<file path="src/rtl/lsu_pkg.sv">
// lsu_pkg: shared definitions for the load/store unit controller.
// Holds the controller state encoding, response error codes, the RISC-V
// load/store funct3 encodings and the default data-memory size.
package lsu_pkg;

  typedef enum logic [1:0] {
    IDLE   = 2'd0,
    ACCESS = 2'd1,
    RESP   = 2'd2
  } lsu_state_e;

  localparam logic [1:0] ERR_OK       = 2'b00;
  localparam logic [1:0] ERR_MISALIGN = 2'b01;
  localparam logic [1:0] ERR_RANGE    = 2'b10;
  localparam logic [1:0] ERR_ILLEGAL  = 2'b11;

  localparam logic [2:0] F3_B  = 3'b000;
  localparam logic [2:0] F3_H  = 3'b001;
  localparam logic [2:0] F3_W  = 3'b010;
  localparam logic [2:0] F3_BU = 3'b100;
  localparam logic [2:0] F3_HU = 3'b101;

  localparam int MEM_BYTES_DEF = 64;

endpackage

</file>
<file path="src/rtl/lsu_addr_check.sv">
// lsu_addr_check: combinational legality check of a load/store request.
// Ports:
//   ea    - 32-bit effective byte address
//   func3 - RISC-V funct3 of the access
//   we    - 1 = store, 0 = load
//   err   - ERR_OK / ERR_MISALIGN / ERR_RANGE / ERR_ILLEGAL
// Priority is illegal > misaligned > out-of-range.
module lsu_addr_check
  import lsu_pkg::*;
#(
  parameter int MEM_BYTES = MEM_BYTES_DEF
) (
  input  logic [31:0] ea,
  input  logic [2:0]  func3,
  input  logic        we,
  output logic [1:0]  err
);

  logic illegal;
  logic misaligned;
  logic out_of_range;

  always_comb begin
    illegal      = 1'b0;
    misaligned   = 1'b0;
    out_of_range = 1'b0;

    if (we) begin
      illegal = (func3 > F3_W);
    end else begin
      illegal = (func3 == 3'b011) || (func3 == 3'b110) || (func3 == 3'b111);
    end

    // func3[1:0] encodes the access size for every legal code
    case (func3[1:0])
      2'b01:   misaligned = ea[0];
      2'b10:   misaligned = |ea[1:0];
      default: misaligned = 1'b0;
    endcase

    out_of_range = (ea >= 32'(MEM_BYTES));

    if (illegal) begin
      err = ERR_ILLEGAL;
    end else if (misaligned) begin
      err = ERR_MISALIGN;
    end else if (out_of_range) begin
      err = ERR_RANGE;
    end else begin
      err = ERR_OK;
    end
  end

endmodule

</file>
<file path="src/rtl/lsu_ctrl.sv">
// lsu_ctrl: single-outstanding load/store controller between a core and a
// combinational data memory.
// Ports:
//   clk, rst                       - clock, synchronous active-high reset
//   req_valid/req_ready            - request handshake
//   req_we, req_func3, req_base,
//   req_offset, req_wdata, req_rd  - request fields (EA = base + offset)
//   resp_valid/resp_ready          - response handshake
//   resp_rdata, resp_rd, resp_err  - load result (extended), echoed tag, error
//   mem_read, mem_write            - memory strobes, high only in ACCESS
//   mem_func3, mem_addr, mem_wdata - access description to memory
//   mem_rdata                      - 32-bit word containing the addressed
//                                    byte, returned in the same cycle
// Stores forward rs2 unshifted; the memory writes its low bytes starting at
// mem_addr according to mem_func3. Loads select the byte lane from the word
// returned by the memory and sign/zero-extend it here.
module lsu_ctrl
  import lsu_pkg::*;
#(
  parameter int MEM_BYTES = MEM_BYTES_DEF,
  parameter int ADDR_W    = 8
) (
  input  logic              clk,
  input  logic              rst,
  input  logic              req_valid,
  output logic              req_ready,
  input  logic              req_we,
  input  logic [2:0]        req_func3,
  input  logic [31:0]       req_base,
  input  logic [31:0]       req_offset,
  input  logic [31:0]       req_wdata,
  input  logic [4:0]        req_rd,
  output logic              resp_valid,
  input  logic              resp_ready,
  output logic [31:0]       resp_rdata,
  output logic [4:0]        resp_rd,
  output logic [1:0]        resp_err,
  output logic              mem_read,
  output logic              mem_write,
  output logic [2:0]        mem_func3,
  output logic [ADDR_W-1:0] mem_addr,
  output logic [31:0]       mem_wdata,
  input  logic [31:0]       mem_rdata
);

  lsu_state_e        state;
  logic              we_q;
  logic [2:0]        func3_q;
  logic [ADDR_W-1:0] addr_q;
  logic [31:0]       wdata_q;

  logic [31:0]       ea;
  logic [1:0]        chk_err;
  logic              in_access;

  // Wraps modulo 2^32 by construction of the 32-bit sum
  assign ea = req_base + req_offset;

  lsu_addr_check #(
    .MEM_BYTES(MEM_BYTES)
  ) u_addr_check (
    .ea   (ea),
    .func3(req_func3),
    .we   (req_we),
    .err  (chk_err)
  );

  function automatic logic [31:0] load_extend(input logic [31:0] word,
                                              input logic [1:0]  lane,
                                              input logic [2:0]  f3);
    logic [31:0] sh;
    sh = word >> {lane, 3'b000};
    case (f3)
      F3_B:    return {{24{sh[7]}}, sh[7:0]};
      F3_H:    return {{16{sh[15]}}, sh[15:0]};
      F3_BU:   return {24'b0, sh[7:0]};
      F3_HU:   return {16'b0, sh[15:0]};
      default: return sh;
    endcase
  endfunction

  assign in_access = (state == ACCESS);
  assign req_ready = (state == IDLE);

  // Strobes are gated by rst so a reset landing on ACCESS never touches memory
  assign mem_read  = in_access & ~we_q & ~rst;
  assign mem_write = in_access &  we_q & ~rst;
  assign mem_addr  = in_access ? addr_q  : '0;
  assign mem_func3 = in_access ? func3_q : '0;
  assign mem_wdata = in_access ? wdata_q : '0;

  always_ff @(posedge clk) begin
    if (rst) begin
      state      <= IDLE;
      resp_valid <= 1'b0;
      resp_rdata <= '0;
      resp_rd    <= '0;
      resp_err   <= ERR_OK;
      we_q       <= 1'b0;
      func3_q    <= '0;
      addr_q     <= '0;
      wdata_q    <= '0;
    end else begin
      case (state)
        // accept: capture request, decide between memory access and early error
        IDLE: begin
          if (req_valid) begin
            we_q       <= req_we;
            func3_q    <= req_func3;
            addr_q     <= ea[ADDR_W-1:0];
            wdata_q    <= req_wdata;
            resp_rd    <= req_rd;
            resp_err   <= chk_err;
            resp_rdata <= '0;
            if (chk_err != ERR_OK) begin
              resp_valid <= 1'b1;
              state      <= RESP;
            end else begin
              state      <= ACCESS;
            end
          end
        end
        // access: one memory cycle, load data captured at its end
        ACCESS: begin
          if (!we_q) begin
            resp_rdata <= load_extend(mem_rdata, addr_q[1:0], func3_q);
          end
          resp_valid <= 1'b1;
          state      <= RESP;
        end
        // response: hold until the core takes it
        RESP: begin
          if (resp_ready) begin
            resp_valid <= 1'b0;
            state      <= IDLE;
          end
        end
        default: state <= IDLE;
      endcase
    end
  end

endmodule

</file>
<file path="config.mk">
export PLATFORM = sky130hd
export DESIGN_NAME = lsu_ctrl
export DESIGN_NICKNAME = d
export VERILOG_FILES = /design/src/rtl/lsu_pkg.sv /design/src/rtl/lsu_addr_check.sv /design/src/rtl/lsu_ctrl.sv
export SDC_FILE = /design/constraint.sdc
export NUM_CORES = 1
export LEC_CHECK = 0
export ABC_AREA = 0
export BUFFER_PORTS_ARGS = -buffer_cell sky130_fd_sc_hd__buf_2
export CAP_MARGIN = 5
export CORE_ASPECT_RATIO = 1.4
export CORE_UTILIZATION = 50
export CTS_CLUSTER_DIAMETER = 60
export DETAILED_ROUTE_END_ITERATION = 16
export GPL_TIMING_DRIVEN = 0
export HOLD_SLACK_MARGIN = 0.03
export PLACE_DENSITY = 0.82
export SLEW_MARGIN = 5
export SYNTH_ARGS = -nofsm -noshare
export SYNTH_HDL_FRONTEND = slang
export SYNTH_HIERARCHICAL = 1
export SYNTH_SLANG_ARGS = --single-unit
</file>
<file path="constraint.sdc">
create_clock -name clk -period 5.2 [get_ports clk]
set_input_delay 0.52 -clock clk [delete_from_list [all_inputs] [get_ports clk]]
set_output_delay 0.52 -clock clk [all_outputs]
set_load 0.02 [all_outputs]
</file>
==> key figures <==
STA
  • Final hold viol count: 0
  • Fin crit period: roughly 4.3 ns
  • RSZ-0062 raised after global routing: false
  • Final setup margin: ~0.93 ns
  • Fmax: between 200 and 250 MHz
  • Setup TNS: 0 ns
  • Fin crit share: slightly above 80%
  • Setup violators final: 0
  • Fin. max-slew vios: 0
  • Setup Skew: ~0.0068 ns
  • Tightest Pin Transition: roughly 1.1 ns
  • Slew margin rel.: approximately 29%

Route
  • DRT antenna net count: 0
  • Iter 0 DRT Violations: about 220
  • Pre-antenna DRT Iters: 5
  • Wire per inst: ~16 um
  • Remaining DRCs: 0
  • Vias/cell: 5.59
  • Vias: ~6300
  • WL final: ~18000 um

Logic synthesis
  • Avg Cell Area, Syn: approximately 7.6 sq um
  • Sequential share of the synthesized area: a little under a third
  • Yosys top cell area share: 30.3%
  • Synthesis warning total: 6
  • Mapped Area: between 5000 and 6000 sq um
  • Ranking of synthesized cells by area: dfxtp_1 30%, nand2_1 9.8%, a21oi_1 7.8%, ha_1 7.5%, and2_1 4.8%
  • Flops & latches, synth: between 80 and 90
  • Mapped Cells: roughly 750
  • EDFF count, synth: 0
  • Distinct cells, synth: 59
  • Syn Nets: about 920
  • Post-synth ARST share: 0%
  • Top_reg_cell synth: dfxtp_1
  • Cell taking the most area after synthesis: dfxtp_1

Min path
  • Worst Hold Class: in2reg
  • WHS Path Cells: 3

Run
  • Max-cap viol count: 0

Floorplanning
  • Die width: around 92 um
  • Core area: between 10000 and 15000 sq um
  • DIE AREA: ~12000 sq um
  • I/O pins: about 230
  • Rows: 45
  • Initial Util: between 50% and 60%
  • Die Y: between 100 and 150 um

Place
  • DP Area: about 7000 sq um
  • I/O Buffers: around 230
  • DP Worst Slack: about 0.61 ns
  • DP HPWL: between 10000 and 15000 um
  • Placed cells: between 1000 and 1500
  • RePlAce Congestion: 0.964

Final layout
  • Post-route cell area: about 7300 sq um
  • Antenna diode count: 0
  • Share of cells above drive strength 1: approximately 26%
  • Final cell count without fillers: between 1000 and 1500
  • Area grow syn2layout: 28.3%
  • Nets: 1159

Setup path
  • Crit path DAT: 4.51 ns
  • Critical Path End: resp_valid$_SDFFE_PP0P_
  • Critical R2R Capture: resp_rdata[7]$_SDFFE_PP0P_
  • Worst Setup SP: req_base[0]
  • WP data required: approximately 5.4 ns
  • Slowest stage cell on the critical path: or4_1
  • CP Cell Sequence: buf_2 > ha_1 > fa_1 > a21o_1 > a221o_1 > a31o_4 > o211ai_4 > a31oi_4 > or4_1 > and4_1 > nor4_2 > nand4_1 > o21bai_1 > nand4_1 > o21a_1 > nor2_1 > a21oi_1 > o221a_2
  • Worst path depth: 18
  • Critical path fanouts, max: 8
  • Internal reg-to-reg setup slack: around 2.7 ns
  • Critical path class: in2reg
  • Cells on worst reg2reg path: 7
  • Worst path most repeated cell: nand4_1
  • Critical R2R Launch: state[0]$_SDFFE_PP0P_
  • Crit-path max cell delay: 0.48 ns
  • CP startpoint kind: input port
  • Kind of cell adding the most delay to the critical path: compound AO/OA/AOI/OAI gates
  • CP Capture Type: register
  • Critical path buffer and inverter count: 1

Run status
  • Status: finished, final reports clean

Pwr
  • Combinational share of power: 26.9%
  • Leak pwr: approximately 0.0035 uW
  • Peak supply drop: about 0.13 mV
  • Cell Pwr Density: around 260 nW/um^2
  • Seq pwr share: ~38%
  • Clock Power Share: about 36%
  • Sw Ratio: between 30% and 40%
  • Pint: 1270 uW
  • P_sw: roughly 600 uW

Global route
  • Largest net degree at the start of global routing: 17
  • Initial antenna violation count: 0
  • Total track usage: between 20% and 30%
  • First-pass GRT wire length: 26900 um
  • Congestion Overflow GR: 0
  • Vias in the first global route: roughly 6000

Clocking
  • CTS Root Cell: clkbuf_16
  • CTS Buf Count: 9
  • H-tree depth: 3
  • Clk slew on worst S/H paths: around 0.070 ns
  • Post-CTS Resized: 0
  • # clock sinks: 86
  • CTS tree: built
  • Clock Path Buffers: 2
  • Clk_lat worst skew: between 0.3 and 0.4 ns
  • Hold buffers post-CTS: 0
  • Number of setup buffers added after CTS: 0
-- metal layers --
layer  part of all wire (%)  global-route usage, %
met2                     52                   54.1
met3                    5.7                   4.57
met1                     38                   30.0
met5                      0                      0
met4                    4.4                   16.6
-- logic make-up after synthesis --
group                    count (synthesis)  synth area share [%]
AND/OR/NAND/NOR                        301                  24.7
AO/OA/AOI/OAI                          223                  25.8
flip-flops                              86                  30.3
buffers and inverters                   56                  3.77
adder cells (fa/ha/maj)                 35                  7.84
XOR/XNOR                                25                  3.86
multiplexers                            21                  3.72
-- worst min path at each step --
stage	startpoint	to
global route	req_wdata[15]	wdata_q[15]$_SDFFE_PP0P_
CTS	req_wdata[11]	wdata_q[11]$_SDFFE_PP0P_
finish	req_wdata[12]	wdata_q[12]$_SDFFE_PP0P_
global placement	wdata_q[0]$_SDFFE_PP0P_	wdata_q[0]$_SDFFE_PP0P_
floorplan	addr_q[3]$_SDFFE_PP0P_	addr_q[3]$_SDFFE_PP0P_
detailed placement	wdata_q[0]$_SDFFE_PP0P_	wdata_q[0]$_SDFFE_PP0P_
-- metrics by stage --
| step | power [uW] | utilization (%) | hold slack (ns) |
|---|---|---|---|
| after floorplan | 1050 | - | 0.432 |
| after global placement | 1200 | 63.9 | 0.437 |
| after detailed placement | 1210 | 63.9 | 0.442 |
| after CTS | 1870 | 66.7 | 0.402 |
| after global routing | 1960 | 66.7 | 0.405 |
| final | 1870 | 66.7 | 0.406 |
-- registers in the layout (all words and copies together), names as in the netlist, 2 cells and up --
name and flops:
resp_rdata 32, addr_q 8, func3_q 3, resp_rd 5
resp_err 2, state 2, wdata_q 32
-- synthesized netlist by cell type (4+ instances only) --
| library cell | count |
|---|---|
| a211o_1 | 8 |
| a211oi_1 | 5 |
| a21boi_0 | 4 |
| a21o_1 | 16 |
| a21oi_1 | 89 |
| a22o_1 | 11 |
| a22oi_1 | 13 |
| a31oi_1 | 5 |
| a32o_1 | 7 |
| and2_1 | 44 |
| and3_1 | 7 |
| clkbuf_1 | 42 |
| dfxtp_1 | 86 |
| ha_1 | 34 |
| inv_1 | 12 |
| mux2i_1 | 20 |
| nand2_1 | 149 |
| nand4_1 | 5 |
| nor2_1 | 49 |
| nor2b_1 | 10 |
| nor3_1 | 11 |
| nor4_1 | 6 |
| o21ai_0 | 33 |
| o21bai_1 | 5 |
| xnor2_1 | 16 |
| xor2_1 | 9 |
-- tightest hold or removal path, stage by stage --
cell and delay (ns):
buf_2 0.09, nand2_1 0.05, a21oi_1 0.05
-- power by group through the flow --
stage                     clock (uW)  combinational [uW]  sequential [uW]
after floorplan                    0                 334              721
after detailed placement           0                 494              717
final                            662                 501              702
after global routing             701                 551              705
after CTS                        674                 498              702
after global placement             0                 489              715
-- layout by cell type, fill, tap and decap left out, types with 16 or more instances in the layout --
cell type,netlist,layout
xnor2_1,16,16
dfxtp_1,86,86
buf_2,0,225
o21ai_0,33,33
nand2_1,149,149
clkbuf_1,42,42
nor2_1,49,49
ha_1,34,34
a21o_1,16,16
mux2i_1,20,20
a21oi_1,89,89
and2_1,44,44
-- final cells by class --
type,instances,area [sq um]
timing repair buffer,225,1130
fill,988,3640
clock buffer,9,225
inverter,12,45.0
tap,141,176
multi-input combinational,605,3740
buffer,44,169
clock inverter,7,78.8
sequential,86,1720
No activity file was read; power rests on OpenSTA's default activity.
